## src/rtl/mem_arbiter.sv

```systemverilog
// Two-master AXI4-Lite arbiter in front of a single memory controller port.
// One transaction in flight; grant is round-robin or fixed-priority to m0.
module mem_arbiter #(
    parameter int unsigned PRIO_MODE = 0
) (
    input  logic        CLK,
    input  logic        RSTb,

    input  logic        m0_axi_awvalid,
    output logic        m0_axi_awready,
    input  logic [31:0] m0_axi_awaddr,
    input  logic [2:0]  m0_axi_awprot,
    input  logic        m0_axi_wvalid,
    output logic        m0_axi_wready,
    input  logic [31:0] m0_axi_wdata,
    input  logic [3:0]  m0_axi_wstrb,
    output logic        m0_axi_bvalid,
    input  logic        m0_axi_bready,
    input  logic        m0_axi_arvalid,
    output logic        m0_axi_arready,
    input  logic [31:0] m0_axi_araddr,
    input  logic [2:0]  m0_axi_arprot,
    output logic        m0_axi_rvalid,
    input  logic        m0_axi_rready,
    output logic [31:0] m0_axi_rdata,

    input  logic        m1_axi_awvalid,
    output logic        m1_axi_awready,
    input  logic [31:0] m1_axi_awaddr,
    input  logic [2:0]  m1_axi_awprot,
    input  logic        m1_axi_wvalid,
    output logic        m1_axi_wready,
    input  logic [31:0] m1_axi_wdata,
    input  logic [3:0]  m1_axi_wstrb,
    output logic        m1_axi_bvalid,
    input  logic        m1_axi_bready,
    input  logic        m1_axi_arvalid,
    output logic        m1_axi_arready,
    input  logic [31:0] m1_axi_araddr,
    input  logic [2:0]  m1_axi_arprot,
    output logic        m1_axi_rvalid,
    input  logic        m1_axi_rready,
    output logic [31:0] m1_axi_rdata,

    output logic        s_axi_awvalid,
    input  logic        s_axi_awready,
    output logic [31:0] s_axi_awaddr,
    output logic [2:0]  s_axi_awprot,
    output logic        s_axi_wvalid,
    input  logic        s_axi_wready,
    output logic [31:0] s_axi_wdata,
    output logic [3:0]  s_axi_wstrb,
    input  logic        s_axi_bvalid,
    output logic        s_axi_bready,
    output logic        s_axi_arvalid,
    input  logic        s_axi_arready,
    output logic [31:0] s_axi_araddr,
    output logic [2:0]  s_axi_arprot,
    input  logic        s_axi_rvalid,
    output logic        s_axi_rready,
    input  logic [31:0] s_axi_rdata
);

    typedef enum logic [1:0] {StIdle, StRead, StWrite} state_e;

    state_e state_q;
    logic   g_q;
    logic   last_grant_q;
    logic   ar_done_q;
    logic   aw_done_q;
    logic   w_done_q;

    logic req_0, req_1;
    logic grant_nxt;
    logic sel_arvalid;

    logic mg_arvalid, mg_awvalid, mg_wvalid, mg_rready, mg_bready;
    logic gr_arready, gr_awready, gr_wready, gr_rvalid, gr_bvalid;

    assign req_0 = m0_axi_arvalid | m0_axi_awvalid;
    assign req_1 = m1_axi_arvalid | m1_axi_awvalid;

    // On contention round-robin picks the master that did not win last time.
    always_comb begin
        grant_nxt = 1'b0;
        if (PRIO_MODE != 0) begin
            grant_nxt = ~req_0;
        end else if (req_0 && req_1) begin
            grant_nxt = ~last_grant_q;
        end else begin
            grant_nxt = req_1;
        end
    end

    assign sel_arvalid = grant_nxt ? m1_axi_arvalid : m0_axi_arvalid;

    assign mg_arvalid = g_q ? m1_axi_arvalid : m0_axi_arvalid;
    assign mg_awvalid = g_q ? m1_axi_awvalid : m0_axi_awvalid;
    assign mg_wvalid  = g_q ? m1_axi_wvalid  : m0_axi_wvalid;
    assign mg_rready  = g_q ? m1_axi_rready  : m0_axi_rready;
    assign mg_bready  = g_q ? m1_axi_bready  : m0_axi_bready;

    assign s_axi_awaddr = g_q ? m1_axi_awaddr : m0_axi_awaddr;
    assign s_axi_awprot = g_q ? m1_axi_awprot : m0_axi_awprot;
    assign s_axi_wdata  = g_q ? m1_axi_wdata  : m0_axi_wdata;
    assign s_axi_wstrb  = g_q ? m1_axi_wstrb  : m0_axi_wstrb;
    assign s_axi_araddr = g_q ? m1_axi_araddr : m0_axi_araddr;
    assign s_axi_arprot = g_q ? m1_axi_arprot : m0_axi_arprot;

    assign m0_axi_rdata = s_axi_rdata;
    assign m1_axi_rdata = s_axi_rdata;

    always_ff @(posedge CLK or negedge RSTb) begin
        if (!RSTb) begin
            state_q      <= StIdle;
            g_q          <= 1'b0;
            last_grant_q <= 1'b1;
            ar_done_q    <= 1'b0;
            aw_done_q    <= 1'b0;
            w_done_q     <= 1'b0;
        end else begin
            case (state_q)
                StIdle: begin
                    if (req_0 || req_1) begin
                        g_q          <= grant_nxt;
                        last_grant_q <= grant_nxt;
                        state_q      <= sel_arvalid ? StRead : StWrite;
                    end
                end
                StRead: begin
                    if (s_axi_arvalid && s_axi_arready) ar_done_q <= 1'b1;
                    if (s_axi_rvalid && s_axi_rready) begin
                        state_q   <= StIdle;
                        ar_done_q <= 1'b0;
                        aw_done_q <= 1'b0;
                        w_done_q  <= 1'b0;
                    end
                end
                StWrite: begin
                    if (s_axi_awvalid && s_axi_awready) aw_done_q <= 1'b1;
                    if (s_axi_wvalid && s_axi_wready)   w_done_q  <= 1'b1;
                    if (s_axi_bvalid && s_axi_bready) begin
                        state_q   <= StIdle;
                        ar_done_q <= 1'b0;
                        aw_done_q <= 1'b0;
                        w_done_q  <= 1'b0;
                    end
                end
                default: state_q <= StIdle;
            endcase
        end
    end

    // Done flags mask each channel so it handshakes exactly once per transaction.
    always_comb begin
        s_axi_arvalid = 1'b0;
        s_axi_awvalid = 1'b0;
        s_axi_wvalid  = 1'b0;
        s_axi_rready  = 1'b0;
        s_axi_bready  = 1'b0;
        gr_arready    = 1'b0;
        gr_awready    = 1'b0;
        gr_wready     = 1'b0;
        gr_rvalid     = 1'b0;
        gr_bvalid     = 1'b0;
        case (state_q)
            StRead: begin
                s_axi_arvalid = mg_arvalid & ~ar_done_q;
                gr_arready    = s_axi_arready & ~ar_done_q;
                gr_rvalid     = s_axi_rvalid;
                s_axi_rready  = mg_rready;
            end
            StWrite: begin
                s_axi_awvalid = mg_awvalid & ~aw_done_q;
                gr_awready    = s_axi_awready & ~aw_done_q;
                s_axi_wvalid  = mg_wvalid & ~w_done_q;
                gr_wready     = s_axi_wready & ~w_done_q;
                gr_bvalid     = s_axi_bvalid;
                s_axi_bready  = mg_bready;
            end
            default: ;
        endcase
    end

    assign m0_axi_arready = gr_arready & ~g_q;
    assign m0_axi_awready = gr_awready & ~g_q;
    assign m0_axi_wready  = gr_wready  & ~g_q;
    assign m0_axi_rvalid  = gr_rvalid  & ~g_q;
    assign m0_axi_bvalid  = gr_bvalid  & ~g_q;
    assign m1_axi_arready = gr_arready & g_q;
    assign m1_axi_awready = gr_awready & g_q;
    assign m1_axi_wready  = gr_wready  & g_q;
    assign m1_axi_rvalid  = gr_rvalid  & g_q;
    assign m1_axi_bvalid  = gr_bvalid  & g_q;

endmodule
```

## config.mk

```make
export PLATFORM = sky130hd
export DESIGN_NAME = mem_arbiter
export DESIGN_NICKNAME = d
export VERILOG_FILES = /design/src/rtl/mem_arbiter.sv
export SDC_FILE = /design/constraint.sdc
export NUM_CORES = 1
export LEC_CHECK = 0
export CAP_MARGIN = 30
export CORE_AREA = 2 2 174 176
export DETAILED_ROUTE_END_ITERATION = 16
export DIE_AREA = 0 0 176 178
export GPL_ROUTABILITY_DRIVEN = 0
export PLACE_DENSITY = 0.46
export SYNTH_ARGS = -nofsm -noshare
export SYNTH_HDL_FRONTEND = slang
export SYNTH_SLANG_ARGS = --single-unit
```

## constraint.sdc

```tcl
create_clock -name CLK -period 1.8 [get_ports CLK]
set_input_delay 0.45 -clock CLK [delete_from_list [all_inputs] [get_ports CLK]]
set_output_delay 0.45 -clock CLK [all_outputs]
set_load 0.05 [all_outputs]
```

==> results.md, run 1 <==
- IO Port Bufs: 349
- Core area: 29,400 um2
- Max Slew Vio Count: 0
- Mapped Nets: 514
- Initial Util: 8.047%
- DP HPWL: 12.90 mm
- Reg2Reg Capture Point: ar_done_q
- Remaining antenna violation count: 0
- Post-route insts no fill: 961
- Largest net degree at the start of global routing: 21
- First-pass detailed-route iteration total: 4
- Syn-to-layout area delta: 179.4%
- Nets@finish: 833
- Initial DRC count: 50
- Die H: 178 um
- Clock H-tree levels: 1
- Post-Synth XOR/XNOR Area: 0%
- CTS hold repair buffers: 0
- Yosys Warn Count: 0
- Most frequent cells in the layout: clkdlybuf4s50_1, mux2_2, buf_6
- Vias per inst: 3.247
- Total track usage: 8.309%
- DRC Markers: 0
- Mapped cell area: 2366 um2
- RSZ-0062 raised after global routing: true
- CP max FO: 16
- Reg-to-reg critical path startpoint: g_q
- Number of max-cap violations: 0
- Post-synthesis mux area share: 53.25%
- Final setup vio count: 119
- Vias: 3,120
- Most common cell after layout, fill and taps aside: clkdlybuf4s50_1
- Antenna violations before repair: 1
- Failing checks: negative setup slack
- Fmax: 490.8 MHz
- Tightest Hold Check Type: in2async
- Critical path type: reg2out
- Compound-cell area share of the yosys netlist: 3.173%
- Critical path endpoint category: primary output
- Vias in the first global route: 3,258
- Die X-Extent: 176 um
- Worst-case vdd ir drop: 0.5218 mV
- Inst Count DP: 952
- GR Overflow Total: 0
- CTS tree: built
- Clk pin slew, worst setup/hold paths: 40 ps
- I/O pin cnt: 446
- Worst Path Arrival: 1590 ps
- Fin util: 22.49%
- Reg2Reg Depth: 7
- Routed len/inst: 15.61 um
- Clock Skew: 1.951 ps
- Root buf cell: clkbuf_16
- DP Area: 6076 um2
- Worst skew pair latency: 230 ps
- Total Power: 9542 uW
- Final hold vios: 0
- Core Rows: 63
- Global-route wire length before repair: 19.91 mm
- Post-synthesis adder-cell area fraction: 0%
- Final WS setup: -237.4 ps
- WL final: 15.00 mm
- Clock tree buffer depth: 2
- Seq cells post-synth: 7
- TritonCTS Buffers: 3
- Largest family of logic cells by synthesized area: multiplexers
- Worst endpoint required time: 1350 ps
- Status: finished, violations left
- PD cells: 1443 nW/um2
- Layout cells sized above 1: 53.77%
- Setup TNS: -19,880 ps
- Sequential element share of the synthesized area: 7.456%
- Die ar.: 31,330 um2
- R2R setup slack: 70 ps
- Synth Area in Simple Gates: 8.990%
- Post-route clock period utilization: 113.2%
- CP Launch Type: flop
- Diode count: 0
- Fin area: 6611 um2
- CTS sink count: 7
- Synth unique cells: 32
- Mapped Cells: 253
- Syn_area_per_cell: 9.352 um2
- Slew headroom: 76.41%
- Static leakage: 0.002627 uW
- Worst Tran Pin Value: 352.8 ps
- Min Tclk post-route: 2037 ps
==> power by group <==
group	switching (uW)	internal, uW	total [uW]
registers	114	251	365
clock network	89.1	292	381
logic	4870	3930	8800
total	5070	4470	9540
==> critical path, stage by stage (launching register included) <==
cell and delay [ps]:
dfrtp_4 450, buf_12 170, buf_4 160, mux2_2 380
buf_12 160
==> metrics by stage <==
| stage | worst slack, ps | hold slack [ps] |
|---|---|---|
| 2_1_floorplan | -392.3 | 154.4 |
| 3_3_place_gp | -377.3 | 602.4 |
| 3_5_place_dp | -377.7 | 601.7 |
| 4_1_cts | -245.1 | 495.7 |
| 5_1_grt | -270.2 | 512.1 |
| 6_report | -237.4 | 489.0 |
==> state kept, by name, summed over array words and instances (netlist names) <==
register	count
ar_done_q	1
w_done_q	1
g_q	1
state_q	2
last_grant_q	1
aw_done_q	1
==> area by class of cell <==
cell class              count  area, um2
inverters                   6      22.52
clock inverters             1      5.005
clock buffers               3      75.07
multi-input cells         162       1685
well taps                 390      488.0
repair buffers            392       4154
flip-flops and latches      7      181.4
fillers                  3191      22790
==> metal layers <==
layer,routed length [um],global-route usage [%],vias to the layer above
li1,-,-,1463
met1,5864,9.747,1400
met2,7341,14.75,251
met3,1764,3.538,4
met4,21,0.4477,2
met5,9,0,-
==> synth_stat cells <==
master | count | area (um2)
a211o_1 | 1 | 8.760
o22a_1 | 1 | 8.760
nand2b_4 | 1 | 13.76
o21ai_0 | 2 | 10.01
o32ai_1 | 1 | 8.760
nor3b_2 | 1 | 12.51
o22ai_1 | 1 | 6.260
nor4_2 | 1 | 12.51
inv_2 | 1 | 3.750
dfrtp_1 | 6 | 150.1
nor2_1 | 17 | 63.81
mux2i_2 | 1 | 13.76
nand3b_1 | 1 | 7.510
nand2b_1 | 3 | 18.77
buf_6 | 11 | 123.9
mux2_2 | 108 | 1216
nor3_1 | 5 | 25.02
a32o_1 | 1 | 10.01
nor2b_1 | 1 | 6.260
nor4_1 | 1 | 6.260
inv_1 | 5 | 18.77
o31a_1 | 1 | 8.760
a31oi_1 | 1 | 6.260
nor4bb_1 | 1 | 10.01
dfstp_2 | 1 | 26.28
or3_1 | 1 | 6.260
a21boi_0 | 1 | 7.510
and2b_1 | 1 | 7.510
mux2i_1 | 3 | 30.03
buf_2 | 3 | 15.01
buf_4 | 64 | 480.5
nand2_1 | 6 | 22.52
==> repair_timing <==
action | 4_1_cts | 5_1_grt
setup endpoints to repair | 122 | 121
gates resized for setup | 59 | 47
pin swaps | 6 | 2
buffers inserted | 2 | 1
cloned | 0 | 2
==> how the worst max path moves through the flow <==
stage,depth (start not counted),start,endpoint,slack [ps]
finish,4,g_q,s_axi_wdata[27],-240
global placement,5,s_axi_wready,m1_axi_wready,-380
global route,4,g_q,s_axi_wdata[27],-270
floorplan,4,g_q,m0_axi_arready,-390
CTS,4,g_q,s_axi_awprot[1],-250
detailed placement,5,s_axi_wready,m1_axi_wready,-380
==> kinds of logic after synthesis <==
kind of cell / count (synthesis)
flip-flops: 7
AND/OR/NAND/NOR: 40
multiplexers: 112
AO/OA/AOI/OAI: 10
buffers and inverters: 84
Note: power is estimated with default switching activity, not from simulation.
==> run 2: changes to the inputs <==
- SLEW_MARGIN: default -> 0
==> results of run 2 <==
Same layout as run 1: the final DEF is identical, and so are final timing and power.
